`src/rtl/fma_dot_sequencer.sv`:
```
// ---------------------------------------------------------------------------
// fma_dot_sequencer
//
// Drives one FMA lane through a dot product  res = bias + sum(a[i]*b[i])
// over N consecutive {a,b} operand words in a packed operand memory.
// One command is processed at a time.
//
// Compile-time option:
//   FMA_SEQ_STRIDE_EN  - when defined, adds cmd_stride_in and the read address
//                        steps by the latched stride. Otherwise the stride is 1.
//
// Ports:
//   clk_in, rst_in                  clock, asynchronous active-high reset
//   cmd_valid_in / cmd_ready_out    command handshake (ready only in IDLE)
//   cmd_addr_in, cmd_len_in,        base address, element count N, bias
//   cmd_bias_in, [cmd_stride_in]    (stride only with FMA_SEQ_STRIDE_EN)
//   rd_en_out, rd_addr_out          operand memory read request
//   rd_data_in                      {a,b}, returned one cycle after rd_en_out
//   fma_abc_out, fma_valid_out,     operands and strobes to the FMA
//   fma_c_valid_out
//   fma_out_in, fma_valid_in        FMA result stream
//   res_valid_out / res_ready_in    result handshake, res_data_out payload
//   busy_out                        high whenever not IDLE
// ---------------------------------------------------------------------------
module fma_dot_sequencer #(
    parameter int WIDTH  = 16,
    parameter int ADDR_W = 8,
    parameter int LEN_W  = 8
) (
    input  logic                 clk_in,
    input  logic                 rst_in,
    input  logic                 cmd_valid_in,
    output logic                 cmd_ready_out,
    input  logic [ADDR_W-1:0]    cmd_addr_in,
    input  logic [LEN_W-1:0]     cmd_len_in,
    input  logic [WIDTH-1:0]     cmd_bias_in,
`ifdef FMA_SEQ_STRIDE_EN
    input  logic [ADDR_W-1:0]    cmd_stride_in,
`endif
    output logic                 rd_en_out,
    output logic [ADDR_W-1:0]    rd_addr_out,
    input  logic [2*WIDTH-1:0]   rd_data_in,
    output logic [3*WIDTH-1:0]   fma_abc_out,
    output logic                 fma_valid_out,
    output logic                 fma_c_valid_out,
    input  logic [WIDTH-1:0]     fma_out_in,
    input  logic                 fma_valid_in,
    output logic                 res_valid_out,
    input  logic                 res_ready_in,
    output logic [WIDTH-1:0]     res_data_out,
    output logic                 busy_out
);

    typedef enum logic [1:0] {
        S_IDLE   = 2'd0,
        S_FETCH  = 2'd1,
        S_DRAIN  = 2'd2,
        S_RESULT = 2'd3
    } state_t;

    state_t             state;
    state_t             state_nxt;

    logic [ADDR_W-1:0]  addr_p0;      // address issued this cycle
    logic [LEN_W-1:0]   len_reg;
    logic [LEN_W-1:0]   issue_cnt;    // reads issued so far
    logic [LEN_W-1:0]   done_cnt;     // FMA results seen so far
    logic [WIDTH-1:0]   bias_reg;
    logic [WIDTH-1:0]   res_reg;
    logic [ADDR_W-1:0]  stride_cur;
    logic               vld_p1;       // read data present on rd_data_in
    logic               first_p1;     // ... and it is element 0

    logic               cmd_fire;
    logic               issue_last;
    logic               drain_hit;
    logic               fetching;

`ifdef FMA_SEQ_STRIDE_EN
    logic [ADDR_W-1:0]  stride_reg;

    always_ff @(posedge clk_in or posedge rst_in) begin
        if (rst_in) begin
            stride_reg <= '0;
        end else if (cmd_fire) begin
            stride_reg <= cmd_stride_in;
        end
    end

    assign stride_cur = stride_reg;
`else
    assign stride_cur = ADDR_W'(1);
`endif

    assign cmd_fire   = cmd_valid_in && (state == S_IDLE);
    assign fetching   = (state == S_FETCH);
    assign issue_last = (issue_cnt == len_reg - 1'b1);
    // The Nth FMA result can only arrive after the last issue, i.e. in DRAIN.
    assign drain_hit  = fma_valid_in && (state == S_DRAIN)
                        && (done_cnt == len_reg - 1'b1);

    // ---------------- state register ----------------
    always_ff @(posedge clk_in or posedge rst_in) begin
        if (rst_in) begin
            state <= S_IDLE;
        end else begin
            state <= state_nxt;
        end
    end

    always_comb begin
        state_nxt     = state;
        cmd_ready_out = 1'b0;
        rd_en_out     = 1'b0;
        res_valid_out = 1'b0;
        busy_out      = 1'b1;
        case (state)
            S_IDLE: begin
                cmd_ready_out = 1'b1;
                busy_out      = 1'b0;
                if (cmd_valid_in) begin
                    state_nxt = (cmd_len_in == '0) ? S_RESULT : S_FETCH;
                end
            end
            S_FETCH: begin
                rd_en_out = 1'b1;
                if (issue_last) begin
                    state_nxt = S_DRAIN;
                end
            end
            S_DRAIN: begin
                if (drain_hit) begin
                    state_nxt = S_RESULT;
                end
            end
            S_RESULT: begin
                res_valid_out = 1'b1;
                if (res_ready_in) begin
                    state_nxt = S_IDLE;
                end
            end
            default: begin
                state_nxt = S_IDLE;
            end
        endcase
    end

    // ---------------- stage p0: command latch and read issue ----------------
    always_ff @(posedge clk_in or posedge rst_in) begin
        if (rst_in) begin
            addr_p0   <= '0;
            len_reg   <= '0;
            bias_reg  <= '0;
            issue_cnt <= '0;
        end else if (cmd_fire) begin
            addr_p0   <= cmd_addr_in;
            len_reg   <= cmd_len_in;
            bias_reg  <= cmd_bias_in;
            issue_cnt <= '0;
        end else if (fetching) begin
            // Wraps modulo 2^ADDR_W by construction.
            addr_p0   <= addr_p0 + stride_cur;
            issue_cnt <= issue_cnt + 1'b1;
        end
    end

    assign rd_addr_out = addr_p0;

    // ---------------- stage p1: read data returns, feed FMA ----------------
    always_ff @(posedge clk_in or posedge rst_in) begin
        if (rst_in) begin
            vld_p1   <= 1'b0;
            first_p1 <= 1'b0;
        end else begin
            vld_p1   <= fetching;
            first_p1 <= fetching && (issue_cnt == '0);
        end
    end

    assign fma_valid_out   = vld_p1;
    assign fma_c_valid_out = vld_p1 && first_p1;
    // Operands are gated so the bus idles at zero between commands.
    assign fma_abc_out     = vld_p1 ? {rd_data_in, bias_reg} : '0;

    // ---------------- stage p2: FMA results, capture final sum ----------------
    always_ff @(posedge clk_in or posedge rst_in) begin
        if (rst_in) begin
            done_cnt <= '0;
            res_reg  <= '0;
        end else if (cmd_fire) begin
            done_cnt <= '0;
            if (cmd_len_in == '0) begin
                res_reg <= cmd_bias_in;
            end
        end else if (fma_valid_in && (fetching || state == S_DRAIN)) begin
            done_cnt <= done_cnt + 1'b1;
            if (drain_hit) begin
                res_reg <= fma_out_in;
            end
        end
    end

    assign res_data_out = res_reg;

endmodule
```
`config.mk`:
```
export PLATFORM = sky130hd
export DESIGN_NAME = fma_dot_sequencer
export DESIGN_NICKNAME = d
export VERILOG_FILES = /design/src/rtl/fma_dot_sequencer.sv
export SDC_FILE = /design/constraint.sdc
export NUM_CORES = 1
export LEC_CHECK = 0
export CAP_MARGIN = 20
export CORE_MARGIN = 4
export CORE_UTILIZATION = 38
export DETAILED_ROUTE_END_ITERATION = 16
export GPL_ROUTABILITY_DRIVEN = 0
export PLACE_DENSITY = 0.73
export SLEW_MARGIN = 30
export SYNTH_ARGS = -nofsm -noshare
export SYNTH_HDL_FRONTEND = slang
export SYNTH_SLANG_ARGS = --single-unit
```
`constraint.sdc`:
```
create_clock -name clk_in -period 2.87 [get_ports clk_in]
set_clock_uncertainty 0.05 [all_clocks]
set_input_delay 0.574 -clock clk_in [delete_from_list [all_inputs] [get_ports clk_in]]
set_output_delay 0.574 -clock clk_in [all_outputs]
set_load 0.01 [all_outputs]
```
---- Word level (Yosys, flattened, before mapping) ----
Index checks and enable logic that the tools add are counted.
operators by class
  add/sub/neg operators ................... 4
  equality and inequality tests ........... 10
  multiplexer cells ....................... 21
  reductions and logical operators ........ 15
operators by type and width
  kind                 count
  $mux 16              4
  $mux 48              1
  $mux 8               6
  $add 8x1->8 const B  3
  $eq 8x8->1           2
  $logic_not 8->1      2
  $mux 2               5
  $ne 2x2->1 const B   4
  $pmux 2 s4           1
  $sub 8x1->8 const B  1
  $logic_and 1x1->1    6
  $reduce_bool 2->1    3
  $eq 2x2->1 const B   2
  $mux 1               4
  $reduce_and 4->1     1
  $reduce_and 3->1     1
  $eq 2x1->1 const B   1
  $logic_not 2->1      1
  $ne 2x1->1 const B   1
  $logic_or 1x1->1     1
storage, ports and cells
  flip-flop bits (word level) ............. 68
  output and inout bits ................... 78
  word-level logic and storage cells ...... 59

---- Logic depth before layout (Yosys ltp) ----
Gate-level depths: netlist of run 1.
  depth after elaboration ................. 6
  depth in mapped cells ................... 10
  mapped depth without buffers ............ 8

---- Least setup slack after synthesis of run 1 ----
Ideal clock, no wire load.
  kind .................................... reg2reg
  start ................................... register len_reg[0]
  end ..................................... register res_reg[0] (netlist: res_data_out[0])
  arrival ................................. 2.433 ns
  data required time ...................... 2.701 ns
  slack ................................... 0.269 ns
  cell stages (with the launch flop) ...... 11
  buffers on the path ..................... 2
  clock period less this slack ............ 2.601 ns
  path through ............................ dfrtp_1 -> inv_1 -> ha_1 -> buf_2 -> o21ba_2 -> a221o_1 -> a2111oi_2 -> nand4_4 -> buf_6 -> o22a_1 -> o21a_1
on the way
  word-level cells in the longest chain between the ends .. 5
ends and longest elaborated chain
  item                                line  source
  start: declaration                  65    logic [LEN_W-1:0] len_reg;
  start signal: assignment            157   len_reg <= cmd_len_in;
  $sub 8x1->8                         100   && (done_cnt == len_reg - 1'b1);
  $eq 8x8->1                          100
  $logic_and 1x1->1                   100
  $reduce_bool 2->1 (no source line)  --
  $reduce_and 3->1 (no source line)   --
  end signal: assignment              193   res_reg <= cmd_bias_in;
  end signal: assignment              198   res_reg <= fma_out_in;
  end: declaration                    69    logic [WIDTH-1:0] res_reg;
No other way between the ends.
A chain may end at the register's enable or synchronous reset.

---- Final worst setup path of run 1 ----
  start ................................... register len_reg[1]
  end ..................................... register res_reg[5] (netlist: res_data_out[5])
Same word-level chain as after synthesis.

==> results of run 1 <==
## cell type report
type | instances | area, sq um | area share, %
clock buffer | 10 | 137.6 | 2.353
clock inverter | 6 | 86.33 | 1.476
inverter | 9 | 33.78 | 0.5775
multi-input combinational | 314 | 2017 | 34.48
sequential | 68 | 1702 | 29.09
tap | 133 | 166.4 | 2.845
timing repair buffer | 170 | 1707 | 29.18
## where the power goes
| part | internal [mW] | switching, mW | total (mW) |
|---|---|---|---|
| Clock | 0.513 | 0.376 | 0.889 |
| Combinational | 1.39 | 1.22 | 2.61 |
| Sequential | 1.30 | 0.343 | 1.64 |
| Total | 3.20 | 1.94 | 5.14 |
## path summary, 6_finish.rpt
path,startpoint,to,slack (ns),depth (start not counted)
worst max-delay path,len_reg[1],res_data_out[5],0.24,9
worst min-delay path,bias_reg[8],bias_reg[8],0.42,2
worst max register to register,len_reg[1],res_data_out[5],0.24,9
worst min register to register,bias_reg[8],bias_reg[8],0.42,2
max in group asynchronous,rst_in,done_cnt[0],1.91,3
min in group asynchronous,rst_in,res_data_out[2],0.58,3
## metal layers
| metal | part of all wire (%) | track usage [%] |
|---|---|---|
| met1 | 42 | 24.01 |
| met2 | 49 | 32.66 |
| met3 | 7.9 | 5.506 |
| met4 | 1.2 | 5.410 |
| met5 | 0 | 0 |
## what timing repair did
item / in CTS / in global routing
resized for setup: 0 / 2
setup buffers: 0 / 1
endpoints found under the setup margin: 0 / 17
## layout by cell type (no fill, tap or decap), types with 3 or more instances in the layout
| cell type | synthesis | layout |
|---|---|---|
| a21oi_1 | 6 | 6 |
| o22a_1 | 16 | 16 |
| nor2_1 | 17 | 17 |
| o21a_1 | 17 | 17 |
| mux2i_1 | 4 | 4 |
| buf_4 | 0 | 6 |
| and3_1 | 3 | 3 |
| ha_1 | 9 | 9 |
| inv_1 | 9 | 8 |
| xnor3_1 | 3 | 3 |
| nand2b_1 | 4 | 4 |
| clkbuf_8 | 0 | 10 |
| or3_1 | 6 | 6 |
| nand2_1 | 89 | 89 |
| nand4_1 | 9 | 9 |
| and2_1 | 51 | 50 |
| clkdlybuf4s50_1 | 0 | 162 |
| nor3_1 | 3 | 3 |
| or4_1 | 3 | 3 |
| dfrtp_1 | 68 | 68 |
| o21ai_0 | 18 | 18 |
| nand3_1 | 4 | 4 |
| xnor2_1 | 12 | 12 |
| xor2_1 | 19 | 19 |
## kinds of logic after synthesis
kind of cell             count (synthesis)  share of synthesized area [%]
XOR/XNOR                                34                          8.781
buffers and inverters                   34                          4.018
AND/OR/NAND/NOR                        200                          26.34
multiplexers                             4                          1.037
AO/OA/AOI/OAI                           67                          12.83
adder cells (fa/ha/maj)                  9                          2.916
flip-flops                              68                          44.07
## worst max-delay path: stages, from the launching register on
cell       delay [ns]
dfrtp_1          0.38
inv_1            0.08
ha_1             0.30
o21ba_2          0.25
a221o_1          0.35
a2111oi_2        0.46
nand4_4          0.16
buf_12           0.19
o22a_1           0.18
o21a_1           0.10
## through the flow
step	instance area [sq um]	power (mW)	cells
2_1_floorplan	3861	3.129	416
3_3_place_gp	5594	4.180	693
3_5_place_dp	5594	4.259	693
4_1_cts	5818	5.176	709
5_1_grt	5849	5.531	710
6_report	5849	5.140	710
==> impl_metrics.json, run 1 <==
{
  "vias": 3496,
  "layout.nets": 666,
  "grt_antenna_before_repair": 0,
  "final_core_util_pct": 59.57,
  "ys_ff_latch": 68,
  "nFillCells": 885,
  "core-area_sq_um": 9819,
  "num_rows": 36,
  "ant_nets": 0,
  "post_synth_num_cell_types": 46,
  "grt_pass1_vias": 3654,
  "critical_path.max_fanout": 17,
  "period_needed_ns": 2.634,
  "htree_levels": 3,
  "netlist.area_leader.share_pct": 44.07,
  "cts.sinks": 68,
  "whs_ns": 0.4170,
  "viasPerCell": 4.924,
  "seq_area_frac_synth_pct": 44.07,
  "cts_root_buffer": "clkbuf_8",
  "hold_viol": 0,
  "area_delta_synth_final_pct": 51.49,
  "grt_max_degree": 69,
  "max_slew_margin_pct": 48.25,
  "synth_area_leaders": "dfrtp_1 44%, nand2_1 8.7%, and2_1 8.3%",
  "yosys.area.top_type": "dfrtp_1",
  "wire_per_inst_um": 16.05,
  "setup_violations": 0,
  "max_freq_mhz": 379.7,
  "pre_cts_slack_ns": 0.04678,
  "irDropWorstVdd_v": 0.0005188,
  "yosysMostFrequentCell": "nand2_1",
  "syn_inst": 416,
  "die_y_um": 108.8,
  "clock_path_buffers": 2,
  "drive_gt1_share_pct": 6.239,
  "worst_slew_pin_slew_ns": 0.7744,
  "worstSetupPathType": "register to register",
  "ioPinCount": 163,
  "p_per_area_nw_per_um2": 878.8,
  "synth_top_flop_cell": "dfrtp_1",
  "synth_common_cells": "89 x nand2_1, 68 x dfrtp_1, 51 x and2_1",
  "async_reset_ff_share_pct": 100.0,
  "grt_overflow_total": 0,
  "clock_latency_ns": 0.34,
  "drv_cap": 0,
  "yosys_warnings": 0,
  "setup_tns_ns": 0,
  "status": "finished, final reports clean",
  "firstDrtPassIters": 4,
  "drv_slew": 0,
  "rsz0062_at_grt": "false",
  "drc": 0,
  "port_buffers": 162,
  "p_leak_nw": 2.488,
  "die_w_um": 108.8,
  "end_kind": "register",
  "initial_core_util_pct": 39.32,
  "cp.required_ns": 3.05,
  "arrival_ns": 2.82,
  "dp_hpwl_mm": 8.456,
  "grt_usage_pct": 19.27,
  "synth_area_sq_um": 3861,
  "synth_edf_count": 0,
  "clkTransAtPathRegs_ns": 0.07,
  "avgSynthCellArea_sq_um": 9.282,
  "cts_buffers": 9,
  "hold_buffers": 0,
  "syn-num-nets": 510,
  "grt_pass1_wl_mm": 18.21,
  "drt-total-wl_mm": 11.40,
  "period_share_pct": 91.77,
  "hold_path.class": "register to register",
  "fin_ws_ns": 0.2361,
  "cts_tree": "built",
  "drt_iter0_drc": 203,
  "worstSetupStartpointType": "register",
  "diodes": 0,
  "dieArea_sq_um": 11840
}
Note: power is estimated with default switching activity, not from simulation.
==> run 2: changes to the inputs <==
PLACE_DENSITY = 0.85   (was 0.73)
==> run 2 against run 1 <==
- critical endpoint is now state[1]
- largest power group unchanged
- routed wire length is 1.2% higher
- first-iteration DRC count grew 2.0%
- count of clock-buffer cells in the layout up 2
- register-to-register slack lost 0.02 ns
- cell count rose by 0.14%
- clock power down 2.4%
- critical path type unchanged
- highest routed layer unchanged
- sequential share of layout area is 0.056 points higher
- via count increased by 1.3%
- total power shrank 0.22%
==> impl_metrics.json, run 2 (synthesis results as in run 1) <==
{
  "min_delay_path_depth": 2,
  "area_delta_synth_final_pct": 51.20,
  "switchingPower_mw": 1.925,
  "arrival_ns": 2.86,
  "diodes": 0,
  "ant_nets": 0,
  "p_per_area_nw_per_um2": 878.6,
  "ioPinCount": 163,
  "grt_pass1_wl_mm": 17.75,
  "multiInputGateArea_sq_um": 2017,
  "worstSetupPathType": "register to register",
  "crit_chain": "inv_1 -> ha_1 -> nor4bb_2 -> o2111a_1 -> o211ai_1 -> nor4b_1 -> a2bb2oi_1 -> mux2i_1",
  "highest_layer": "met4",
  "layout.nets": 667,
  "total_power_mw": 5.129,
  "htree_levels": 3,
  "grt_overflow_total": 0,
  "hold_path.class": "register to register",
  "end_kind": "register",
  "num_rows": 36,
  "grt_pass1_vias": 3662,
  "whs_ns": 0.4207,
  "clkTransAtPathRegs_ns": 0.07,
  "period_needed_ns": 2.657,
  "wl_met3_mm": 1.332,
  "critical_path.max_fanout": 9,
  "pre_cts_slack_ns": 0.06275,
  "worst_slew_pin_slew_ns": 0.7642,
  "dieArea_sq_um": 11840,
  "grt_usage_pct": 19.13,
  "drv_cap": 0,
  "die_y_um": 108.8,
  "viasPerCell": 4.979,
  "grt_antenna_before_repair": 0,
  "drt_iter0_drc": 207,
  "regArea_sq_um": 1702,
  "switching_share_pct": 37.52,
  "firstDrtPassIters": 4,
  "period_share_pct": 92.58,
  "initial_core_util_pct": 39.32,
  "setup_violations": 0,
  "p_int_mw": 3.205,
  "cts_tree": "built",
  "cts_root_buffer": "clkbuf_8",
  "hold_viol": 0,
  "irDropWorstVdd_v": 0.0005077,
  "dp_hpwl_mm": 8.918,
  "clock_latency_ns": 0.34,
  "hold_buffers": 0,
  "clock_path_buffers": 2,
  "cts_buffers": 9,
  "port_buffers": 162,
  "cp_slowest_stage_delay_ns": 0.44,
  "setup_tns_ns": 0,
  "drv_slew": 0,
  "status": "finished, final reports clean",
  "vias": 3540,
  "grt_max_degree": 51,
  "rsz0062_at_grt": "false",
  "drt-total-wl_mm": 11.53,
  "dr_wl_met2_mm": 5.533,
  "cts.sinks": 68,
  "drc": 0,
  "core-area_sq_um": 9819,
  "worst-r2r-cell-count": 8,
  "worstSetupStartpointType": "register",
  "cp_slowest_cell": "nor4b_1",
  "nFillCells": 836,
  "final_common_cell": "clkdlybuf4s50_1",
  "cp.required_ns": 3.07,
  "layout_common_cells": "162 x clkdlybuf4s50_1, 89 x nand2_1, 68 x dfrtp_1, 50 x and2_1, 19 x xor2_1",
  "pwr-share-clk_pct": 16.9,
  "drive_gt1_share_pct": 6.055,
  "fin_ws_ns": 0.2130,
  "die_w_um": 108.8,
  "seq_power_share_pct": 32.0,
  "wirelength_met1_mm": 4.435,
  "p_leak_nw": 2.481,
  "max_freq_mhz": 376.4,
  "max_slew_margin_pct": 48.93,
  "wire_per_inst_um": 16.22,
  "power_frac_comb_pct": 51.0
}
[run 2: cell count changes in the layout (fill, tap and decap cells not counted)]
| cell | delta |
|---|---|
| buf_12 | -1 |
| buf_4 | +2 |
| clkbuf_1 | +2 |
| clkinv_2 | -1 |
| inv_6 | -1 |
| nor4b_1 | +1 |
| nor4b_2 | -1 |
| nor4bb_1 | -1 |
| nor4bb_2 | +1 |
[run 2: routing by layer]
metal | up-vias | track usage, %
met5 | - | 0
met4 | 0 | 7.574
met3 | 21 | 6.335
met2 | 179 | 31.91
met1 | 1636 | 22.80
li1 | 1704 | -
[run 2: power groups by stage]
stage	Sequential (mW)	Combinational, mW	Clock, mW
after floorplan	1.59	1.54	0
after global placement	1.63	2.53	0
after detailed placement	1.65	2.62	0
after CTS	1.64	2.64	0.891
after global routing	1.70	2.88	0.932
final	1.64	2.62	0.868
[run 2: layout make-up]
type / instances / share of cell area [%]
multi-input combinational: 314 / 34.55
sequential: 68 / 29.15
timing repair buffer: 171 / 29.15
tap: 133 / 2.850
clock buffer: 12 / 2.486
clock inverter: 4 / 1.243
inverter: 9 / 0.5787
[run 2: through the flow]
step           cells  utilization [%]  area, sq um
2_1_floorplan    416                -         3861
3_3_place_gp     694            56.92         5589
3_5_place_dp     694            56.92         5589
4_1_cts          710            59.14         5807
5_1_grt          711            59.45         5838
6_report         711            59.45         5838
[run 2: timing repair]
action | CTS | global route
buffers inserted | 0 | 1
endpoints found under the setup margin | 0 | 18
resized for setup | 0 | 2
[run 2: worst paths after layout]
kind                       slack, ns        start          end
max                             0.21   len_reg[1]     state[1]
max reg2reg                     0.21   len_reg[1]     state[1]
min reg2reg                     0.42  bias_reg[9]  bias_reg[9]
min in group asynchronous       0.60       rst_in  bias_reg[4]
max in group asynchronous       1.44       rst_in   len_reg[2]
min                             0.42  bias_reg[9]  bias_reg[9]
[run 2: critical path: cells and delay by family (launching register included)]
| kind | cells | cell delay (ns) |
|---|---|---|
| AOI/OAI and AO/OA | 3 | 0.61 |
| adders and majority gates | 1 | 0.34 |
| buffers and inverters | 1 | 0.09 |
| DFF | 1 | 0.42 |
| muxes | 1 | 0.24 |
| and+or+nand+nor | 2 | 0.82 |
==> run 3: changes to the inputs <==
PLACE_DENSITY = 0.88   (was 0.85)
clock period = 2.3 ns   (was 2.87 ns; I/O delays follow)
==> run 3 against run 2 <==
- worst hold slack got worse by 0.022 ns
- via count increased by 5.6%
- total power increased by 33%
- cell count increased by 2.7%
- non-clock buffer count increased by 19
- clock power increased by 28%
- die area unchanged
- combinational power increased by 42%
- the run now ends with setup timing left
- first-iteration DRC count increased by 19%
- utilization increased by 2.5 points
- count of clock-buffer cells in the layout unchanged
==> impl_metrics.json, run 3 (synthesis results as in run 1) <==
{
  "violations": "setup timing",
  "cts_root_buffer": "clkbuf_8",
  "regToRegSetupSlack_ns": -0.03,
  "hold_viol": 0,
  "viasPerCell": 5.122,
  "total_power_mw": 6.824,
  "setup_tns_ns": -0.06803,
  "cts_tree": "built",
  "worst_slew_pin_slew_ns": 0.5128,
  "setup_violations": 7,
  "end_kind": "register",
  "fin_ws_ns": -0.02811,
  "ioPinCount": 163,
  "irDropWorstVdd_v": 0.0006732,
  "max_slew_margin_pct": 65.77,
  "num_rows": 36,
  "cts_buffers": 9,
  "arrival_ns": 2.52,
  "grt_max_degree": 47,
  "max_freq_mhz": 429.5,
  "grt_usage_pct": 20.74,
  "switching_share_pct": 38.01,
  "diodes": 0,
  "drv_cap": 0,
  "htree_levels": 3,
  "period_share_pct": 101.2,
  "critical_path.max_fanout": 16,
  "worstSetupPathType": "register to register",
  "hold_buffers": 0,
  "cp_slowest_cell": "or3_1",
  "drc": 0,
  "period_needed_ns": 2.328,
  "final_common_cell": "clkdlybuf4s50_1",
  "vias": 3739,
  "drive_gt1_share_pct": 10.22,
  "grt_overflow_total": 0,
  "p_leak_nw": 2.609,
  "wire_per_inst_um": 16.33,
  "whs_ns": 0.3984,
  "ant_nets": 0,
  "clock_path_buffers": 2,
  "cts.sinks": 68,
  "dieArea_sq_um": 11840,
  "power_frac_comb_pct": 54.3,
  "crit_chain": "or3_1 -> or3_4 -> a22oi_4 -> nand4_4 -> buf_12 -> o22a_1 -> o21a_1",
  "firstDrtPassIters": 4,
  "switchingPower_mw": 2.594,
  "die_y_um": 108.8,
  "die_w_um": 108.8,
  "cp.required_ns": 2.50,
  "drt-total-wl_mm": 11.92,
  "core-area_sq_um": 9819,
  "place_area_sq_um": 5794,
  "grt_antenna_before_repair": 0,
  "layout.nets": 686,
  "initial_core_util_pct": 39.32,
  "grt_pass1_vias": 4012,
  "clock_latency_ns": 0.36,
  "p_per_area_nw_per_um2": 1122,
  "worstSetupStartpointType": "register",
  "cp_slowest_stage_delay_ns": 0.46,
  "finalInstanceArea_sq_um": 6083,
  "hold_path.class": "input port to async pin",
  "area_delta_synth_final_pct": 57.55,
  "layout_common_cells": "160 x clkdlybuf4s50_1, 89 x nand2_1, 68 x dfrtp_1, 50 x and2_1, 24 x buf_4",
  "p_int_mw": 4.230,
  "clkTransAtPathRegs_ns": 0.07,
  "status": "finished, violations left",
  "drt_iter0_drc": 246,
  "dp_hpwl_mm": 8.980,
  "rsz0062_at_grt": "true",
  "grt_pass1_wl_mm": 19.31,
  "port_buffers": 162,
  "pwr-share-clk_pct": 16.3,
  "drv_slew": 0,
  "seq_power_share_pct": 29.4
}
-- run 3: changes by cell type in the layout (fill, tap and decap cells not counted), sizes merged --
cell	before	now
dlymetal6s2s	0	1
dlygate4sd2	0	1
clkdlybuf4s50	162	160
buf	9	28
-- run 3: final timing paths --
| check | startpoint | endpoint | cells after the start |
|---|---|---|---|
| min reg2reg | bias_reg[3] | bias_reg[3] | 2 |
| max reg2reg | len_reg[4] | res_data_out[14] | 7 |
| max | len_reg[4] | res_data_out[14] | 7 |
| min in group clk_in | bias_reg[3] | bias_reg[3] | 2 |
| max in group asynchronous | rst_in | len_reg[2] | 3 |
| min | rst_in | res_data_out[3] | 2 |
-- run 3: routing by layer --
layer	track usage (%)	share of wire, %	routed length (um)
met5	0	0	0
met4	8.115	2.6	312
met3	6.335	8.7	1040
met2	36.98	51	6075
met1	23.08	38	4492
-- run 3: power by group through the flow --
stage	registers [mW]	clock network [mW]	logic [mW]
after floorplan	1.99	0	1.99
after global placement	1.99	0	3.43
after detailed placement	2.02	0	3.56
after CTS	2.00	1.11	3.66
after global routing	2.06	1.18	4.04
final	2.00	1.11	3.71
-- run 3: area by class of cell --
type | count | area (sq um)
Tap cell | 133 | 166.4
Fill cell | 784 | 3736
Clock inverter | 4 | 72.57
Sequential cell | 68 | 1702
Timing Repair Buffer | 190 | 1883
Inverter | 9 | 33.78
Multi-Input combinational cell | 314 | 2081
Clock buffer | 12 | 145.1
-- run 3: worst max-delay path, delay by kind of cell (launching register included) --
| kind | cells | cell delay [ns] |
|---|---|---|
| flops | 1 | 0.44 |
| simple gates | 3 | 1.05 |
| buf+inv | 1 | 0.19 |
| compound gates | 3 | 0.48 |
-- run 3: timing repair --
item                       4_1_cts  5_1_grt
resized for setup                6        5
setup endpoints to repair       20       19
pin swaps                        4        2
buffers inserted                 2        1
-- run 3: through the flow --
step                      std cells  worst slack [ns]  utilization [%]
after floorplan                 416           -0.1701                -
after global placement          711          -0.01436            59.01
after detailed placement        711           -0.1036            59.01
after CTS                       729          -0.02014            61.56
after global routing            730           -0.1508            61.95
final                           730          -0.02811            61.95
